==> src/rtl/aww_types_pkg.sv <==
// Shared types for the pipeline hazard controller: FSM states, stall causes,
// reset values and a small mask helper.
package aww_types_pkg;

   typedef enum logic [1:0] {
      RUN,
      LU_BUBBLE,
      MEM_WAIT,
      HALT
   } hz_state_t;

   typedef enum logic [2:0] {
      CAUSE_NONE,
      CAUSE_LU,
      CAUSE_MEM,
      CAUSE_BR,
      CAUSE_FETCH,
      CAUSE_HALT
   } hz_cause_t;

   // Bubble counter is wide enough for the largest legal load latency (7).
   localparam int CNT_BITS = 3;

   localparam hz_state_t           RST_STATE = RUN;
   localparam logic [CNT_BITS-1:0] RST_CNT   = '0;

   function automatic logic [7:0] low_mask(input int n);
      return 8'((1 << n) - 1);
   endfunction

endpackage

==> src/rtl/hazard_perf_cnt.sv <==
// Event counter with synchronous clear; SAT=1 holds at all-ones, SAT=0 wraps.
module hazard_perf_cnt #(
   parameter int CNT_W = 16,
   parameter bit SAT   = 1'b0
) (
   input  logic             clk_i,
   input  logic             clear_i,
   input  logic             inc_i,
   output logic [CNT_W-1:0] count_o
);

   logic [CNT_W-1:0] count_q;
   logic [CNT_W-1:0] count_d;

   always_comb begin
      count_d = count_q;
      if (inc_i && !(SAT && (&count_q))) begin
         count_d = count_q + CNT_W'(1);
      end
   end

   always_ff @(posedge clk_i) begin
      if (clear_i) begin
         count_q <= '0;
      end else begin
         count_q <= count_d;
      end
   end

   assign count_o = count_q;

endmodule

==> src/rtl/hazard_ctrl_pipe.sv <==
// Pipeline hazard controller: load-use bubbles, data-memory waits, branch flushes, halt.
// Define HAZARD_PERF_EN to build the stall/flush performance counters.
module hazard_ctrl_pipe
   import aww_types_pkg::*;
#(
   parameter int NREG       = 4,
   parameter int REG_W      = 5,
   parameter int LOAD_LAT   = 1,
   parameter int BR_PENALTY = 1,
   parameter int CNT_W      = 16
) (
   input  logic             CLK,
   input  logic             nRST,
   input  logic             ihit,
   input  logic             dhit,
   input  logic             exmem_dreq,
   input  logic             idex_dread,
   input  logic [REG_W-1:0] idex_rt,
   input  logic [REG_W-1:0] ifid_rs,
   input  logic [REG_W-1:0] ifid_rt,
   input  logic             npc_change,
   input  logic             idex_halt,
   input  logic [NREG-1:0]  flush_req,
   output logic [NREG-1:0]  pipe_en,
   output logic [NREG-1:0]  pipe_flush,
   output logic             pc_wen,
   output logic             halted,
   output logic [CNT_W-1:0] stall_cycles,
   output logic [CNT_W-1:0] flush_count
);

   localparam logic [NREG-1:0] ALL_ONES = {NREG{1'b1}};
   localparam logic [NREG-1:0] BIT0     = NREG'(1);
   localparam logic [NREG-1:0] BIT1     = NREG'(2);
   localparam logic [NREG-1:0] BR_MASK  = NREG'(low_mask(BR_PENALTY));

   hz_state_t           state_q, state_d;
   logic [CNT_BITS-1:0] cnt_q, cnt_d;
   logic                halted_q;

   logic                luHazard;
   logic                memStall;
   hz_cause_t           runCause;
   hz_cause_t           cause;
   logic [NREG-1:0]     enRaw;
   logic [NREG-1:0]     flushRaw;
   logic                pcRaw;

   // Register 0 is hardwired, so a load targeting it never creates a hazard.
   always_comb begin
      luHazard = idex_dread && (idex_rt != '0) &&
                 ((idex_rt == ifid_rs) || (idex_rt == ifid_rt));
      memStall = exmem_dreq && !dhit;
      if (luHazard) begin
         runCause = CAUSE_LU;
      end else if (npc_change) begin
         runCause = CAUSE_BR;
      end else if (!ihit) begin
         runCause = CAUSE_FETCH;
      end else begin
         runCause = CAUSE_NONE;
      end
   end

   // A memory wait inside a bubble freezes everything and holds the bubble count.
   always_comb begin
      cause   = CAUSE_NONE;
      state_d = state_q;
      cnt_d   = cnt_q;
      case (state_q)
         RUN: begin
            if (idex_halt) begin
               cause   = CAUSE_HALT;
               state_d = HALT;
            end else if (memStall) begin
               cause   = CAUSE_MEM;
               state_d = MEM_WAIT;
            end else begin
               cause = runCause;
            end
         end
         MEM_WAIT: begin
            if (!dhit) begin
               cause = CAUSE_MEM;
            end else begin
               cause   = runCause;
               state_d = RUN;
            end
         end
         LU_BUBBLE: begin
            if (memStall) begin
               cause = CAUSE_MEM;
            end else begin
               cause = CAUSE_LU;
               cnt_d = cnt_q - CNT_BITS'(1);
               if (cnt_q == CNT_BITS'(1)) begin
                  state_d = RUN;
               end
            end
         end
         HALT: begin
            cause = CAUSE_HALT;
         end
         default: begin
            state_d = RUN;
         end
      endcase
      if ((state_q == RUN || state_q == MEM_WAIT) && cause == CAUSE_LU && LOAD_LAT > 1) begin
         cnt_d   = CNT_BITS'(LOAD_LAT - 1);
         state_d = LU_BUBBLE;
      end
   end

   // On the halt-entry cycle the decode slot is squashed; once halted everything freezes.
   always_comb begin
      enRaw    = '0;
      flushRaw = '0;
      pcRaw    = 1'b0;
      case (cause)
         CAUSE_NONE: begin
            enRaw = ALL_ONES;
            pcRaw = 1'b1;
         end
         CAUSE_LU: begin
            enRaw    = ALL_ONES & ~BIT0;
            flushRaw = BIT1;
         end
         CAUSE_BR: begin
            enRaw    = ALL_ONES;
            flushRaw = BR_MASK;
            pcRaw    = ihit;
         end
         CAUSE_HALT: begin
            if (state_q == RUN) begin
               enRaw    = ALL_ONES & ~BIT0;
               flushRaw = BIT0;
            end
         end
         default: begin
         end
      endcase
      if (!nRST) begin
         pipe_en    = '0;
         pipe_flush = ALL_ONES;
         pc_wen     = 1'b0;
      end else begin
         pipe_en    = enRaw;
         pipe_flush = flushRaw | flush_req;
         pc_wen     = pcRaw;
      end
   end

   always_ff @(posedge CLK) begin
      if (!nRST) begin
         state_q  <= RST_STATE;
         cnt_q    <= RST_CNT;
         halted_q <= 1'b0;
      end else begin
         state_q <= state_d;
         cnt_q   <= cnt_d;
         if (state_d == HALT) begin
            halted_q <= 1'b1;
         end
      end
   end

   assign halted = halted_q & nRST;

`ifdef HAZARD_PERF_EN
   logic [CNT_W-1:0] stallCnt;
   logic [CNT_W-1:0] flushCnt;

   hazard_perf_cnt #(.CNT_W(CNT_W), .SAT(1'b1)) uStallCnt (
      .clk_i   (CLK),
      .clear_i (!nRST),
      .inc_i   (!pc_wen),
      .count_o (stallCnt)
   );

   hazard_perf_cnt #(.CNT_W(CNT_W), .SAT(1'b0)) uFlushCnt (
      .clk_i   (CLK),
      .clear_i (!nRST),
      .inc_i   (cause == CAUSE_BR),
      .count_o (flushCnt)
   );

   assign stall_cycles = nRST ? stallCnt : '0;
   assign flush_count  = nRST ? flushCnt : '0;
`else
   assign stall_cycles = '0;
   assign flush_count  = '0;
`endif

endmodule

==> config.mk <==
export PLATFORM = sky130hd
export DESIGN_NAME = hazard_ctrl_pipe
export DESIGN_NICKNAME = d
export VERILOG_FILES = /design/src/rtl/aww_types_pkg.sv /design/src/rtl/hazard_perf_cnt.sv /design/src/rtl/hazard_ctrl_pipe.sv
export SDC_FILE = /design/constraint.sdc
export NUM_CORES = 1
export LEC_CHECK = 0
export CAP_MARGIN = 40
export CORE_UTILIZATION = 64
export DETAILED_ROUTE_END_ITERATION = 12
export DONT_BUFFER_PORTS = 1
export MAX_ROUTING_LAYER = met4
export PLACE_DENSITY = 0.86
export SETUP_SLACK_MARGIN = 0.02
export SYNTH_ARGS = -nofsm -noshare
export SYNTH_HDL_FRONTEND = slang
export SYNTH_HIERARCHICAL = 1
export SYNTH_SLANG_ARGS = --single-unit
export TNS_END_PERCENT = 50
==> constraint.sdc <==
create_clock -name CLK -period 6.3 [get_ports CLK]
set_input_delay 1.89 -clock CLK [delete_from_list [all_inputs] [get_ports CLK]]
set_output_delay 1.89 -clock CLK [all_outputs]
set_load 0.01 [all_outputs]
# Yosys cells after proc, flatten, opt, wreduce, memory -nomap -nowiden
# Index checks and enable logic that the tools add are counted.
# Widths: inputs -> output; s select.
# totals
output_inout_bits,42
register_bits,6
elab_cells,49
# op_classes
addsub,1
mux,22
n_bitwise,3
reduce_logical,10
eq_ne,10
# ops
cell,count
$mux 3,6
$mux 2,6
$mux 4,3
$pmux 2 s3,2
$pmux 3 s4,1
$pmux 4 s3,1
$eq 5x5->1,2
$eq 2x2->1 const B,3
$eq 3x1->1 const B,2
$reduce_bool 5->1,1
$or 4x4->4,1
$eq 3x2->1 const B,1
$eq 3x3->1 const B,1
$logic_and 1x1->1,3
$logic_not 3->1,1
$sub 3x1->3 const B,1
$eq 2x1->1 const B,1
$logic_not 2->1,1
$mux 1,2
$pmux 1 s2,1
$reduce_and 2->1,1
$reduce_or 2->1,1
$and 1x1->1,1
$logic_not 1->1,1
2 further kinds,2

# Longest topological paths before layout
# Gate-level depths: netlist of run 1.
# depth
ltp_word,11
mapped_depth,8
ltp_nobuf,6

# Least setup slack after synthesis of run 1
# No wires, ideal clock.
# synth_timing
path_kind,input-to-output
from,input idex_rt[1]
to,output pipe_flush[0]
path_stages,5
setup_slack_ps,1062
t_arrival_ps,3348
required_time_ps,4410
path_cell_list,or4_4 > o21ai_4 > o311a_2 > nor2_1 > or4_1
# synth_between
elab_chain_len,11
# synth_rtl
item,line_no,source
start: declaration,hazard_ctrl_pipe.sv:18,"input logic [REG_W-1:0] idex_rt,"
$eq 5x5->1 / $reduce_bool 5->1 (equally long branches),"hazard_ctrl_pipe.sv:52, hazard_ctrl_pipe.sv:51",
$logic_or 1x1->1 / $logic_and 1x1->1 (equally long branches),"hazard_ctrl_pipe.sv:52, hazard_ctrl_pipe.sv:51",
$logic_and 1x1->1 *,hazard_ctrl_pipe.sv:51,luHazard = idex_dread && (idex_rt != '0) &&
$mux 3 *,hazard_ctrl_pipe.sv:54,if (luHazard) begin
$mux 3,hazard_ctrl_pipe.sv:75,end else if (memStall) begin
$mux 3,hazard_ctrl_pipe.sv:72,if (idex_halt) begin
$pmux 3 s4 *,hazard_ctrl_pipe.sv:70,case (state_q)
"$eq 3x3->1, or another cell as far along",hazard_ctrl_pipe.sv:119,case (cause)
$pmux 2 s3 *,hazard_ctrl_pipe.sv:119,
$or 4x4->4 *,hazard_ctrl_pipe.sv:148,pipe_flush = flushRaw | flush_req;
$mux 4 *,hazard_ctrl_pipe.sv:142,if (!nRST) begin
end: declaration,hazard_ctrl_pipe.sv:25,"output logic [NREG-1:0] pipe_flush,"
# Mark *: on every way between the ends. The rest lies on a longest branch, timed or not.

# Worst setup path after layout of run 1
# layout_timing
from,input idex_rt[3]
to,output pipe_en[3]
# layout_between
elab_chain_len,11
# layout_rtl
item,line_no,source
$eq 5x5->1 / $reduce_bool 5->1 (equally long branches),"hazard_ctrl_pipe.sv:52, hazard_ctrl_pipe.sv:51",
$logic_or 1x1->1 / $logic_and 1x1->1 (equally long branches),"hazard_ctrl_pipe.sv:52, hazard_ctrl_pipe.sv:51",
$logic_and 1x1->1 *,hazard_ctrl_pipe.sv:51,
$mux 3 *,hazard_ctrl_pipe.sv:54,
$mux 3,hazard_ctrl_pipe.sv:75,
$mux 3,hazard_ctrl_pipe.sv:72,
$pmux 3 s4 *,hazard_ctrl_pipe.sv:70,
$eq 3x2->1 / $logic_not 3->1 (equally long branches),hazard_ctrl_pipe.sv:119,
$reduce_or 2->1 (no source line),-,
$pmux 4 s3 *,hazard_ctrl_pipe.sv:119,
$mux 4 *,hazard_ctrl_pipe.sv:142,
end: declaration,hazard_ctrl_pipe.sv:24,"output logic [NREG-1:0] pipe_en,"
# Marked as above.

==> impl_metrics.py, run 1 <==
metrics = {
    "clock_tree": {
        "cts.sinks": 6,
        "clock_latency_ns": 0.24,
        "root_buffer": "clkbuf_4",
        "cts_resized": 0,
        "hold_buffers": 0,
        "tritoncts": "yes",
        "path_clk_slew_ns": 0.04,
        "post-cts-setup-buffers": 0,
        "clockBufferDepth": 2,
        "htree_levels": 1,
        "cts_buffers": 3,
    },
    "routing": {
        "drtAntennaViolNets": 0,
        "via_per_inst": 5.18,
        "drt_wl_total_mm": 1.57,
        "drc_errors": 0,
        "post_drt_wl_per_cell_um": 10.7,
        "first_pass_iters": 4,
        "drtIter0Drc": 7,
        "num_vias": 757,
    },
    "synth": {
        "ys_top_cells_by_area": "buf_4 (26%), dfxtp_1 (12%), xor2_1 (11%)",
        "synth_top_area_share": 0.264,
        "ys_types": 34,
        "synthArstFlopShare": 0,
        "ys_seq_area_frac": 0.124,
        "synthCells": 133,
        "synth_most_common_cell": "buf_4",
        "synth_warnings": 6,
        "synth_edf_count": 0,
        "netlist_area_sq_um": 967,
        "ys_ff_latch": 6,
        "synthFlopType": "dfxtp_1",
        "synthTopCellsByCount": "buf_4 (34), nor2_1 (14), xor2_1 (12)",
        "synth.avg_cell_area_sq_um": 7.27,
        "synth_area_leader_cell": "buf_4",
    },
    "pwr": {
        "switching_share": 0.397,
        "power_switching_mw": 0.0588,
        "intPower_mw": 0.0892,
        "ir_drop_uv": 191,
        "comb_power_share": 0.435,
        "cellLeakagePower_nw": 0.388,
        "p_per_area_nw_per_um2": 172,
        "seqPwrFrac": 0.338,
        "p_clk_frac": 0.227,
    },
    "hold_path": {
        "hold_class": "reg2reg",
    },
    "timing": {
        "finalClockSkew_ns": 0.00201,
        "tns_ns": 0,
        "timing.fmax_mhz": 188,
        "timing.final.crit_share": 0.844,
        "setup_slack_ns": 0.985,
        "finalSetupViolations": 0,
        "slew_headroom": 0.558,
        "final-hold-violation-count": 0,
        "finalCriticalPeriod_ns": 5.31,
        "rsz0062_at_grt": "false",
        "final-max-slew-violation-count": 0,
        "max_slew.worst_pin.slew_ns": 0.665,
    },
    "floorplan": {
        "core_sq_um": 1350,
        "dieHeight_um": 40.9,
        "dieWidth_um": 40.9,
        "ios": 69,
        "start_util": 0.716,
        "num_rows": 13,
        "dieArea_sq_um": 1670,
    },
    "global_routing": {
        "grt_max_degree": 16,
        "track_usage": 0.195,
        "first_global_vias": 610,
        "antenna_found_initial": 0,
        "overflow": 0,
        "grt_pass1_wl_mm": 2.21,
    },
    "worst_setup_path": {
        "crit_type": "in2out",
        "startpoint_type": "input pin",
        "cp-end-kind": "output port",
        "worstPathMaxFanout": 5,
        "slowest_delay_ns": 0.56,
        "crit_slowest_cell": "a21oi_1",
        "worstPathArrival_ns": 3.42,
        "crit_required_ns": 4.41,
        "path_cells": "xor2_1 -> nor3_1 -> a22oi_2 -> a211oi_2 -> o21ai_1 -> a21oi_1",
    },
    "placed_design": {
        "pre_cts_ws_ns": 0.970,
        "hpwl_mm": 1.33,
        "routabilityCongestion": 0.761,
        "place.port_buffers": 0,
    },
    "final_layout": {
        "syn2layout_area_growth_pct": -11.0,
        "num_antenna_cells": 0,
        "nets": 162,
        "post-route-util": 0.638,
        "fillers": 130,
        "drive_gt1_frac": 0.0763,
    },
    "run_status": {
        "status": "finished clean",
    },
    "flow_run": {
        "max_cap_violations": 0,
    },
}
[sequential cells by signal, indices dropped and copies added, names as in the netlist]
signal / flops
cnt_q: 3
state_q: 2
halted_q: 1
[critical path: cells and delay by family]
family,cells,cell delay (ns)
XOR/XNOR,1,0.14
AO/OA/AOI/OAI,4,1.16
AND/OR/NAND/NOR,1,0.23
[worst paths after layout]
| path | startpoint | to | slack, ns | cells past startpoint |
|---|---|---|---|---|
| setup / recovery | idex_rt[3] | pipe_en[3] | 0.99 | 6 |
| hold / removal | halted_q | halted_q | 0.44 | 2 |
| setup reg to reg | state_q[1] | cnt_q[2] | 4.48 | 6 |
| hold reg to reg | halted_q | halted_q | 0.44 | 2 |
[power by group through the flow]
stage / combinational [mW] / clock [mW] / sequential, mW
after detailed placement: 0.0640 / 0 / 0.0505
after global routing: 0.0756 / 0.0370 / 0.0510
final: 0.0644 / 0.0336 / 0.0499
after floorplan: 0.0780 / 0 / 0.0466
after global placement: 0.0630 / 0 / 0.0502
after CTS: 0.0644 / 0.0346 / 0.0498
[placed cells by master (no fill, tap or decap), types with 2 or more instances in the layout]
master / Yosys / routed
conb_1: 1 / 32
nor2_1: 14 / 14
xor2_1: 12 / 12
nor3_1: 8 / 8
nand2b_1: 8 / 8
a21oi_1: 7 / 7
inv_1: 6 / 6
dfxtp_1: 6 / 6
nand2_1: 5 / 5
o211ai_1: 3 / 3
clkbuf_4: 0 / 3
o21ai_1: 2 / 2
nand3_1: 2 / 2
nor2b_1: 2 / 2
a211oi_2: 2 / 2
o21bai_1: 2 / 2
ha_1: 2 / 2
[cell type report]
class / instances / area (sq um) / area share
multi-input combinational: 115 / 673 / 0.782
inverter: 7 / 26.3 / 0.0305
sequential: 6 / 120 / 0.140
tap: 15 / 18.8 / 0.0218
clock buffer: 3 / 22.5 / 0.0262
[kinds of logic after synthesis]
kind of cell | share of synthesized area
XOR/XNOR | 0.118
buffers and inverters | 0.300
flip-flops | 0.124
AND/OR/NAND/NOR | 0.224
AO/OA/AOI/OAI | 0.204
adder cells (fa/ha/maj) | 0.0259
other | 0.00388
[per-layer routing]
layer,vias to the layer above,part of all wire,GRT usage
met3,4,0.075,0.0598
met4,0,0.018,0.0333
met1,329,0.41,0.218
met5,-,0,-
met2,43,0.50,0.340
li1,381,-,-
[metrics by stage]
step	cell area, sq um	instances	hold slack (ns)	power [mW]
2_1_floorplan	1080	164	0.419	0.125
3_3_place_gp	838	143	0.434	0.113
3_5_place_dp	838	143	0.436	0.115
4_1_cts	861	146	0.445	0.149
5_1_grt	861	146	0.497	0.164
6_report	861	146	0.441	0.148
(Power assumes the default switching activity.)
==> inputs of run 2 (changes only) <==
--- a/config.mk
+++ b/config.mk
@@ -6,11 +6,11 @@
 export NUM_CORES = 1
 export LEC_CHECK = 0
 export CAP_MARGIN = 40
-export CORE_UTILIZATION = 64
+export CORE_UTILIZATION = 56
 export DETAILED_ROUTE_END_ITERATION = 12
 export DONT_BUFFER_PORTS = 1
 export MAX_ROUTING_LAYER = met4
-export PLACE_DENSITY = 0.86
+export PLACE_DENSITY = 0.8
 export SETUP_SLACK_MARGIN = 0.02
 export SYNTH_ARGS = -nofsm -noshare
 export SYNTH_HDL_FRONTEND = slang
==> constraint.sdc (replaced) <==
create_clock -name CLK -period 4.5 [get_ports CLK]
set_input_delay 1.35 -clock CLK [delete_from_list [all_inputs] [get_ports CLK]]
set_output_delay 1.35 -clock CLK [all_outputs]
set_load 0.01 [all_outputs]
==> run 2 against run 1 <==
  * Combinational power is 45% higher
  * Highest routed layer is now met3
  * Hold slack better by 0.0064 ns
  * Clock power is 43% higher
  * Design area is 1.0% higher
  * Total power is 43% higher
  * Core utilization is 8.0 points lower
  * Sequential share of layout area is 0.14 points lower
  * The run now ends with DRC left
  * Count of clock-buffer cells in the layout stayed put
==> impl_metrics.py, run 2 (synthesized netlist as in run 1, its figures left out) <==
metrics = {
    "pwr": {
        "power_switching_mw": 0.0847,
        "p_clk_frac": 0.228,
        "ir_drop_uv": 192,
        "seqPwrFrac": 0.330,
        "comb_power_share": 0.442,
        "p_per_area_nw_per_um2": 243,
        "total_power_mw": 0.211,
        "intPower_mw": 0.126,
        "switching_share": 0.401,
        "cellLeakagePower_nw": 0.393,
    },
    "routing": {
        "via_per_inst": 5.33,
        "drc_errors": 10,
        "drtAntennaViolNets": 0,
        "first_pass_iters": 8,
        "post_drt_wl_per_cell_um": 11.0,
        "drt_wl_total_mm": 1.64,
        "drtIter0Drc": 21,
        "num_vias": 789,
    },
    "worst_setup_path": {
        "crit_start": "idex_rt[3]",
        "r2r_slack_ns": 2.67,
        "crit_slowest_cell": "o311a_2",
        "worstPathArrival_ns": 2.88,
        "r2r_cells": 6,
        "path_cells": "xor2_1 -> nor3_1 -> a22oi_2 -> o311a_2 -> xor2_1 -> nor3_1",
        "crit_type": "in2out",
        "cp-end-kind": "output port",
        "rr_endpoint": "cnt_q[2]",
        "crit_required_ns": 3.15,
        "slowest_delay_ns": 0.44,
        "critical_path.endpoint": "pipe_en[0]",
        "startpoint_type": "input pin",
        "worstPathMaxFanout": 5,
        "reg2reg_from": "state_q[1]",
    },
    "floorplan": {
        "start_util": 0.620,
        "ios": 69,
        "dieWidth_um": 43.6,
        "dieHeight_um": 43.6,
        "core_sq_um": 1560,
        "num_rows": 14,
        "dieArea_sq_um": 1900,
    },
    "clock_tree": {
        "post-cts-setup-buffers": 0,
        "cts.sinks": 6,
        "cts_resized": 0,
        "root_buffer": "clkbuf_4",
        "hold_buffers": 0,
        "clockBufferDepth": 2,
        "cts_buffers": 3,
        "clock_latency_ns": 0.24,
        "tritoncts": "yes",
        "path_clk_slew_ns": 0.04,
        "htree_levels": 1,
    },
    "global_routing": {
        "overflow": 0,
        "track_usage": 0.183,
        "first_global_vias": 679,
        "antenna_found_initial": 0,
        "grt_pass1_wl_mm": 2.64,
        "grt_max_degree": 16,
    },
    "timing": {
        "tns_ns": 0,
        "final-hold-violation-count": 0,
        "timing.fmax_mhz": 237,
        "final-max-slew-violation-count": 0,
        "finalSetupViolations": 0,
        "finalCriticalPeriod_ns": 4.23,
        "rsz0062_at_grt": "false",
        "timing.final.crit_share": 0.939,
        "whs_ns": 0.447,
        "finalClockSkew_ns": 0.00532,
    },
    "hold_path": {
        "hold_class": "reg2reg",
        "worstHoldStart": "halted_q",
    },
    "final_layout": {
        "seqCellArea_sq_um": 120,
        "multiInputGateArea_sq_um": 673,
        "num_antenna_cells": 0,
        "reg.largest.list": "cnt_q (3), state_q (2), halted_q (1)",
        "final_common_cell": "conb_1",
        "top_register": "cnt_q",
        "layout_common_cells": "conb_1 (32), nor2_1 (14), xor2_1 (12)",
        "fillers": 150,
        "largest_register_ffs": 3,
        "syn2layout_area_growth_pct": -10.1,
        "nets": 163,
        "drive_gt1_frac": 0.0833,
        "instances_no_fill": 148,
    },
    "run_status": {
        "status": "finished with violations",
        "violations": "DRC",
    },
    "placed_design": {
        "routabilityCongestion": 0.898,
        "hpwl_mm": 1.39,
        "placedCellCount": 145,
        "place.port_buffers": 0,
    },
    "flow_run": {
        "max_cap_violations": 0,
    },
}
run 2: metal layers:
| layer | track usage | part of all wire |
|---|---|---|
| met4 | 0.0250 | 0 |
| met1 | 0.216 | 0.38 |
| met3 | 0.0542 | 0.12 |
| met5 | - | 0 |
| met2 | 0.310 | 0.51 |
run 2: area by class of cell:
type                            instances  share of cell area
Multi-Input combinational cell        115               0.774
Clock buffer                            3              0.0259
Sequential cell                         6               0.138
Inverter                                7              0.0302
Tap cell                               16              0.0230
Timing Repair Buffer                    1             0.00863
run 2: worst min path at each step:
stage,slack [ns],endpoint,cells after the start
after floorplan,0.42,halted_q,2
after global placement,0.43,halted_q,2
after detailed placement,0.44,halted_q,2
after CTS,0.45,halted_q,2
after global routing,0.47,halted_q,2
final,0.45,halted_q,2
run 2: per-stage QoR:
| step | setup WS, ns | util | instance area (sq um) |
|---|---|---|---|
| 6_report | 0.272 | 0.558 | 870 |
| 3_3_place_gp | 0.287 | 0.543 | 847 |
| 4_1_cts | 0.269 | 0.558 | 870 |
| 5_1_grt | 0.110 | 0.558 | 870 |
| 3_5_place_dp | 0.267 | 0.543 | 847 |
| 2_1_floorplan | 0.342 | - | 1080 |
run 2: critical path, delay by kind of cell:
| family | cells | cell delay [ns] |
|---|---|---|
| compound gates | 2 | 0.60 |
| simple gates | 2 | 0.61 |
| xor+xnor | 2 | 0.32 |
run 2: power by group through the flow:
stage	Clock, mW	Combinational [mW]	Sequential (mW)
after floorplan	0	0.109	0.0652
after global placement	0	0.0902	0.0702
after detailed placement	0	0.0926	0.0707
after CTS	0.0502	0.0931	0.0696
after global routing	0.0525	0.104	0.0709
final	0.0481	0.0934	0.0697
==> inputs of run 3 (changes only) <==
--- a/config.mk
+++ b/config.mk
@@ -11,7 +11,6 @@
 export DONT_BUFFER_PORTS = 1
 export MAX_ROUTING_LAYER = met4
 export PLACE_DENSITY = 0.8
-export SETUP_SLACK_MARGIN = 0.02
 export SYNTH_ARGS = -nofsm -noshare
 export SYNTH_HDL_FRONTEND = slang
 export SYNTH_HIERARCHICAL = 1
==> results of run 3 <==
No change in the layout: final DEF, timing and power equal those of run 2.
